<file path="src/rtl/vga_pkg.sv">
// Shared VGA pipeline definitions: screen geometry, menu colours and the
// menu selection control types used by menu_select.
package vga_pkg;

    // Visible area of the 800x600 timing used by the pipeline.
    localparam int HOR_PIXELS = 800;
    localparam int VER_PIXELS = 600;

    // Menu palette; MENU_BG_COLOR is also produced by the background stage.
    localparam logic [11:0] MENU_BG_COLOR   = 12'h124;
    localparam logic [11:0] MENU_ITEM_COLOR = 12'h468;
    localparam logic [11:0] MENU_HL_COLOR   = 12'hFA0;

    typedef enum logic {
        IDLE    = 1'b0,
        PENDING = 1'b1
    } menu_sel_state_t;

    typedef enum logic {
        DIR_UP   = 1'b0,
        DIR_DOWN = 1'b1
    } menu_dir_t;

    // One cursor step with wrap-around at both ends of the list.
    function automatic logic [2:0] menu_step(input logic [2:0] idx,
                                             input menu_dir_t   dir,
                                             input logic [2:0]  last);
        logic [2:0] nxt;
        if (dir == DIR_UP) begin
            nxt = (idx == 3'd0) ? last : idx - 3'd1;
        end else begin
            nxt = (idx == last) ? 3'd0 : idx + 3'd1;
        end
        return nxt;
    endfunction

endpackage

</file>
<file path="src/rtl/menu_select_btn_edge.sv">
// Rising-edge detector for one debounced button level. The history flop
// resets to 1 so a button already held when reset releases never fires.
module btn_edge (
    input  logic clk,
    input  logic rst,
    input  logic btn_i,
    output logic rise_o
);

    logic prev_q;

    // Remember last cycle's button level.
    always_ff @(posedge clk) begin
        if (rst) begin
            prev_q <= 1'b1;
        end else begin
            prev_q <= btn_i;
        end
    end

    assign rise_o = btn_i & ~prev_q;

endmodule

</file>
<file path="src/rtl/menu_select.sv">
// Menu selection stage: overlays N_ITEMS boxes on the menu background,
// highlights the selected one, moves the cursor from button edges only at
// frame start, and strobes sel_valid_o when enter is pressed.
// Optional feature: define MENU_SEL_BLINK_EN to blink the highlight
// (16 frames on, 16 frames off).
module menu_select
    import vga_pkg::*;
#(
    parameter int N_ITEMS  = 4,
    parameter int ITEM_X   = 256,
    parameter int ITEM_W   = 512,
    parameter int ITEM_Y0  = 200,
    parameter int ITEM_H   = 64,
    parameter int ITEM_GAP = 32
) (
    input  logic        clk,
    input  logic        rst,
    input  logic        btn_up_i,
    input  logic        btn_down_i,
    input  logic        btn_enter_i,
    input  logic [10:0] in_hcount_i,
    input  logic [10:0] in_vcount_i,
    input  logic        in_hsync_i,
    input  logic        in_vsync_i,
    input  logic        in_hblnk_i,
    input  logic        in_vblnk_i,
    input  logic [11:0] in_rgb_i,
    output logic [10:0] out_hcount_o,
    output logic [10:0] out_vcount_o,
    output logic        out_hsync_o,
    output logic        out_vsync_o,
    output logic        out_hblnk_o,
    output logic        out_vblnk_o,
    output logic [11:0] out_rgb_o,
    output logic [2:0]  sel_idx_o,
    output logic        sel_valid_o
);

    // Box geometry folded into 11-bit constants; all hit arithmetic is 11-bit.
    localparam logic [10:0] X_LO      = 11'(ITEM_X);
    localparam logic [10:0] X_HI      = 11'(ITEM_X + ITEM_W);
    localparam logic [10:0] Y_FIRST   = 11'(ITEM_Y0);
    localparam logic [10:0] BOX_H     = 11'(ITEM_H);
    localparam logic [10:0] PITCH     = 11'(ITEM_H + ITEM_GAP);
    localparam logic [10:0] FS_VCOUNT = 11'(VER_PIXELS);
    localparam logic [2:0]  LAST_IDX  = 3'(N_ITEMS - 1);

    // ------------------------------------------------------------------
    // Button edges
    // ------------------------------------------------------------------
    logic up_rise;
    logic down_rise;
    logic enter_rise;

    btn_edge u_edge_up (
        .clk    (clk),
        .rst    (rst),
        .btn_i  (btn_up_i),
        .rise_o (up_rise)
    );

    btn_edge u_edge_down (
        .clk    (clk),
        .rst    (rst),
        .btn_i  (btn_down_i),
        .rise_o (down_rise)
    );

    btn_edge u_edge_enter (
        .clk    (clk),
        .rst    (rst),
        .btn_i  (btn_enter_i),
        .rise_o (enter_rise)
    );

    // First pixel of the vertical blanking interval marks a new frame.
    logic fs;
    assign fs = (in_vcount_i == FS_VCOUNT) && (in_hcount_i == 11'd0);

    // ------------------------------------------------------------------
    // Selection control
    // ------------------------------------------------------------------
    menu_sel_state_t state_q, state_d;
    menu_dir_t       dir_q, dir_d;
    logic [2:0]      sel_idx_q, sel_idx_d;
    logic            sel_valid_q, sel_valid_d;

    // Control registers.
    always_ff @(posedge clk) begin
        if (rst) begin
            state_q     <= IDLE;
            dir_q       <= DIR_UP;
            sel_idx_q   <= 3'd0;
            sel_valid_q <= 1'b0;
        end else begin
            state_q     <= state_d;
            dir_q       <= dir_d;
            sel_idx_q   <= sel_idx_d;
            sel_valid_q <= sel_valid_d;
        end
    end

    // Next-state logic: enter always takes priority over a direction press,
    // and a direction is only committed at frame start so no frame tears.
    always_comb begin
        state_d     = state_q;
        dir_d       = dir_q;
        sel_idx_d   = sel_idx_q;
        sel_valid_d = 1'b0;
        case (state_q)
            IDLE: begin
                if (enter_rise) begin
                    sel_valid_d = 1'b1;
                end else if (up_rise ^ down_rise) begin
                    dir_d   = up_rise ? DIR_UP : DIR_DOWN;
                    state_d = PENDING;
                end
            end
            PENDING: begin
                if (enter_rise) begin
                    sel_valid_d = 1'b1;
                end
                if (fs) begin
                    sel_idx_d = menu_step(sel_idx_q, dir_q, LAST_IDX);
                    state_d   = IDLE;
                end
            end
            default: begin
                state_d = IDLE;
            end
        endcase
    end

    assign sel_idx_o   = sel_idx_q;
    assign sel_valid_o = sel_valid_q;

    // ------------------------------------------------------------------
    // Highlight enable
    // ------------------------------------------------------------------
    logic hl_on;

`ifdef MENU_SEL_BLINK_EN
    logic [4:0] blink_cnt_q;

    // Free-running frame counter; its MSB splits 32 frames into on/off halves.
    always_ff @(posedge clk) begin
        if (rst) begin
            blink_cnt_q <= 5'd0;
        end else if (fs) begin
            blink_cnt_q <= blink_cnt_q + 5'd1;
        end
    end

    assign hl_on = ~blink_cnt_q[4];
`else
    assign hl_on = 1'b1;
`endif

    // ------------------------------------------------------------------
    // Box hit test
    // ------------------------------------------------------------------
    logic        in_x;
    logic        hit;
    logic [2:0]  hit_idx;
    logic [10:0] y_top;
    logic [10:0] y_bot;

    assign in_x = (in_hcount_i >= X_LO) && (in_hcount_i < X_HI);

    // Find which (if any) box the current pixel falls in; boxes never overlap.
    always_comb begin
        hit     = 1'b0;
        hit_idx = 3'd0;
        y_top   = 11'd0;
        y_bot   = 11'd0;
        for (int i = 0; i < N_ITEMS; i++) begin
            y_top = Y_FIRST + 11'(i) * PITCH;
            y_bot = y_top + BOX_H;
            if (in_x && (in_vcount_i >= y_top) && (in_vcount_i < y_bot)) begin
                hit     = 1'b1;
                hit_idx = 3'(i);
            end
        end
    end

    // ------------------------------------------------------------------
    // Pixel colour
    // ------------------------------------------------------------------
    logic        blank;
    logic [11:0] rgb_d;

    assign blank = in_hblnk_i | in_vblnk_i;

    // Only paint over plain background; blanking and border tiles pass through.
    always_comb begin
        rgb_d = in_rgb_i;
        if (blank) begin
            rgb_d = in_rgb_i;
        end else if (in_rgb_i != MENU_BG_COLOR) begin
            rgb_d = in_rgb_i;
        end else if (hit && (hit_idx == sel_idx_q) && hl_on) begin
            rgb_d = MENU_HL_COLOR;
        end else if (hit) begin
            rgb_d = MENU_ITEM_COLOR;
        end
    end

    logic [10:0] hcount_q;
    logic [10:0] vcount_q;
    logic        hsync_q;
    logic        vsync_q;
    logic        hblnk_q;
    logic        vblnk_q;
    logic [11:0] rgb_q;

    // One-cycle output register for timing and overlaid colour.
    always_ff @(posedge clk) begin
        if (rst) begin
            hcount_q <= 11'd0;
            vcount_q <= 11'd0;
            hsync_q  <= 1'b0;
            vsync_q  <= 1'b0;
            hblnk_q  <= 1'b0;
            vblnk_q  <= 1'b0;
            rgb_q    <= 12'd0;
        end else begin
            hcount_q <= in_hcount_i;
            vcount_q <= in_vcount_i;
            hsync_q  <= in_hsync_i;
            vsync_q  <= in_vsync_i;
            hblnk_q  <= in_hblnk_i;
            vblnk_q  <= in_vblnk_i;
            rgb_q    <= rgb_d;
        end
    end

    assign out_hcount_o = hcount_q;
    assign out_vcount_o = vcount_q;
    assign out_hsync_o  = hsync_q;
    assign out_vsync_o  = vsync_q;
    assign out_hblnk_o  = hblnk_q;
    assign out_vblnk_o  = vblnk_q;
    assign out_rgb_o    = rgb_q;

endmodule
</file>
<file path="config.mk">
export PLATFORM = sky130hd
export DESIGN_NAME = menu_select
export DESIGN_NICKNAME = d
export VERILOG_FILES = /design/src/rtl/vga_pkg.sv /design/src/rtl/menu_select_btn_edge.sv /design/src/rtl/menu_select.sv
export SDC_FILE = /design/constraint.sdc
export NUM_CORES = 1
export LEC_CHECK = 0
export ABC_AREA = 0
export CAP_MARGIN = 10
export CORE_MARGIN = 2
export CORE_UTILIZATION = 43
export CTS_CLUSTER_SIZE = 40
export DETAILED_ROUTE_END_ITERATION = 12
export PLACE_DENSITY = 0.92
export SLEW_MARGIN = 40
export SYNTH_ARGS = -nofsm -noshare
export SYNTH_HDL_FRONTEND = slang
export SYNTH_SLANG_ARGS = --single-unit
</file>
<file path="constraint.sdc">
create_clock -name clk -period 5.5 [get_ports clk]
set_input_delay 0.55 -clock clk [delete_from_list [all_inputs] [get_ports clk]]
set_output_delay 0.55 -clock clk [all_outputs]
set_load 0.01 [all_outputs]
</file>
==> impl_metrics.env <==
export IMPL_r2r_cells=5
export IMPL_placed_cells=306
export IMPL_cp_max_fo=4
export IMPL_critPathTopFamily="simple AND/OR/NAND/NOR gates"
export IMPL_worst_pin_slew_ps=576
export IMPL_grt_overflow=0
export IMPL_drt_iter0_drc=68
export IMPL_hold_viol=0
export IMPL_crit_path_start_kind="input pin"
export IMPL_cts_sinks=47
export IMPL_initial_core_util_pct=44.7
export IMPL_fin_skew_ps=1.17
export IMPL_crit_path_top_delay_cell="or4b_4"
export IMPL_wire_per_inst_um=13.9
export IMPL_postCtsSetupBuffers=0
export IMPL_rrSetupSlack_ps=4060
export IMPL_drive_gt1_share_pct=6.44
export IMPL_die_w_um=68.5
export IMPL_ant_nets=0
export IMPL_cts_root_buf="clkbuf_8"
export IMPL_synth_seq_area_share_pct=52.6
export IMPL_max_cap_violations=0
export IMPL_io_pins=85
export IMPL_rsz0062_at_grt="false"
export IMPL_synth_area_um2=1790
export IMPL_cts_repair_resized=0
export IMPL_rows=23
export IMPL_clk_latency_ps=300
export IMPL_yosysWarnings=0
export IMPL_hold_depth=2
export IMPL_ys_ff_latch=47
export IMPL_worst_path_buf_inv=1
export IMPL_critPathCaptureType="register"
export IMPL_power_total_mw=0.766
export IMPL_gp_congestion=0.788
export IMPL_max_clock_freq_mhz=377
export IMPL_vdd_drop_max_v=0.000201
export IMPL_drc=0
export IMPL_slowest_delay_ps=540
export IMPL_ys_types=40
export IMPL_n_antenna_cell=0
export IMPL_setup_tns_ps=0
export IMPL_area_growth_pct=57.1
export IMPL_grt_usage_pct=19.1
export IMPL_ctsHoldBuffers=0
export IMPL_core_um2=4000
export IMPL_path_cells="clkdlybuf4s50_1 > xnor2_1 > or4_1 > or4b_4 > and2_4 > a32oi_1 > o22ai_1"
export IMPL_dieArea_um2=4690
export IMPL_grt_pass1_vias=1467
export IMPL_viasPerCell=4.94
export IMPL_clk_path_buf_depth=2
export IMPL_netlist_instances=177
export IMPL_hp_class="register to register"
export IMPL_vias=1552
export IMPL_fillers=291
export IMPL_outcome="complete, no violations"
export IMPL_grt_max_degree=49
export IMPL_fin_nets=309
export IMPL_place_detailed_hpwl_mm=3.22
export IMPL_antenna_found_initial=0
export IMPL_cts_htree_levels=2
export IMPL_portBuffers=84
export IMPL_power_density_nw_per_um2=273
export IMPL_avgSynthCellArea_um2=10.1
export IMPL_crit_arrival_ps=2830
export IMPL_wirelength_mm=4.37
export IMPL_slew_headroom_pct=61.3
export IMPL_period_needed_ps=2660
export IMPL_fin_cells=314
export IMPL_die_h_um=68.5
export IMPL_drtPass1Iterations=4
export IMPL_grt_pass1_wl_mm=6.52
export IMPL_synth_nets=223
export IMPL_cp_required_ps=5670
export IMPL_crit_type="input pin to register"
export IMPL_cellLeakagePower_nw=1.03
export IMPL_clkTransAtPathRegs_ps=80
export IMPL_setup_violations=0
export IMPL_cts_tree="built"
export IMPL_cp_depth=7
export IMPL_slew_violations=0
export IMPL_cts_buffers=5
export IMPL_fin_crit_sh_pct=48.3
cells by family (layout without fill, tap and decap cells):
kind of cell             count (synthesis)  in the layout  share of synthesized area (%)
adder cells (fa/ha/maj)                  3              3                           2.10
AO/OA/AOI/OAI                           24             24                           10.1
AND/OR/NAND/NOR                         83             83                           29.2
buffers and inverters                   14            101                           2.94
XOR/XNOR                                 5              5                           2.45
flip-flops                              47             47                           52.6
multiplexers                             1              1                          0.560
worst min-delay path, stage by stage (launching register included):
cell and delay, ps:
dfxtp_1 340, o21ai_0 80, a21oi_1 60
routing by layer:
layer  GRT usage [%]  up-vias  share of wire, %
met5               0        -                 0
met4            8.50        0               1.8
met3            6.41        8               8.5
met2            32.7       64                47
met1            21.4      700                42
li1                -      780                 -
Yosys cell counts:
cell type   n  area (um^2)
nor4_1      1         6.26
clkbuf_1    6         22.5
a32o_1      1         10.0
dfxtp_1    47          941
a21o_1      1         7.51
nand2b_1    5         31.3
a31o_2      1         8.76
o22ai_1     4         25.0
nor2b_1    35          219
o21a_1      1         7.51
nand4b_1    1         8.76
mux2i_1     1         10.0
nor4bb_1    1         10.0
nand3b_1    2         15.0
a2bb2oi_1   1         8.76
and3_1      1         6.26
inv_1       8         30.0
or4b_4      1         13.8
and2_4      1         8.76
nor2_1     12         45.0
nand4_1     2         12.5
a211oi_2    1         12.5
o21ai_0     3         15.0
a32oi_1     1         8.76
nand3_1     2         10.0
a311oi_1    1         8.76
a21oi_1     4         20.0
or2_2       4         25.0
a211oi_1    2         15.0
a31oi_4     1         21.3
or3_1       1         6.26
a31oi_1     2         12.5
nor4b_1     6         52.6
nand2_1     1         3.75
ha_1        3         37.5
or4_1       1         7.51
xnor2_1     5         43.8
nor3b_1     2         15.0
nor3_1      3         15.0
or4b_1      1         10.0
final cells by class:
type / instances / area [um^2] / share of cell area (%)
multi-input combinational: 116 / 795 / 28.3
sequential: 47 / 941 / 33.5
tap: 50 / 62.6 / 2.23
timing repair buffer: 85 / 848 / 30.2
clock buffer: 6 / 72.6 / 2.58
inverter: 8 / 30.0 / 1.07
clock inverter: 2 / 60.1 / 2.14
layout by cell type, fill, tap and decap left out, types with 2 or more instances in the layout:
| cell | instances |
|---|---|
| dfxtp_1 | 47 |
| xnor2_1 | 5 |
| nor2b_1 | 35 |
| clkbuf_8 | 5 |
| or2_2 | 4 |
| a21oi_1 | 4 |
| o22ai_1 | 4 |
| nor4b_1 | 6 |
| o21ai_0 | 3 |
| nand3_1 | 2 |
| bufinv_16 | 2 |
| nand4_1 | 2 |
| nor3b_1 | 2 |
| nor2_1 | 12 |
| nor3_1 | 3 |
| inv_1 | 8 |
| nand2b_1 | 5 |
| nand3b_1 | 2 |
| a211oi_1 | 2 |
| a31oi_1 | 2 |
| clkdlybuf4s50_1 | 84 |
| ha_1 | 3 |
through the flow:
stage,area (um^2),setup WS (ps),hold WS (ps),utilization (%)
floorplan,1790,3220,463,-
global placement,2680,2650,502,66.9
detailed placement,2680,2560,511,66.9
CTS,2810,2860,527,70.2
global route,2810,2750,557,70.2
finish,2810,2840,528,70.2
power by group:
group          leakage (nW)  internal, mW  switching (mW)
Clock                0.0654         0.182           0.115
Sequential            0.391         0.357         0.00526
Combinational         0.577        0.0672          0.0400
Total                  1.03         0.606           0.160
state kept, by name (all words and copies together) (netlist names):
register and cells:
out_hcount_o 11, out_hsync_o 1, u_edge_down.prev_q 1, out_vsync_o 1, sel_valid_o 1, out_hblnk_o 1
sel_idx_o 3, dir_q 1, out_vcount_o 11, out_vblnk_o 1, state_q 1, u_edge_up.prev_q 1
out_rgb_o 12, u_edge_enter.prev_q 1
path summary, 6_finish.rpt:
check / from / to
setup reg to reg: state_q / sel_idx_o[2]
setup / recovery: in_hcount_i[8] / out_rgb_o[9]
hold / removal: state_q / state_q
hold reg to reg: state_q / state_q
Power figures use the tool's default switching activity.
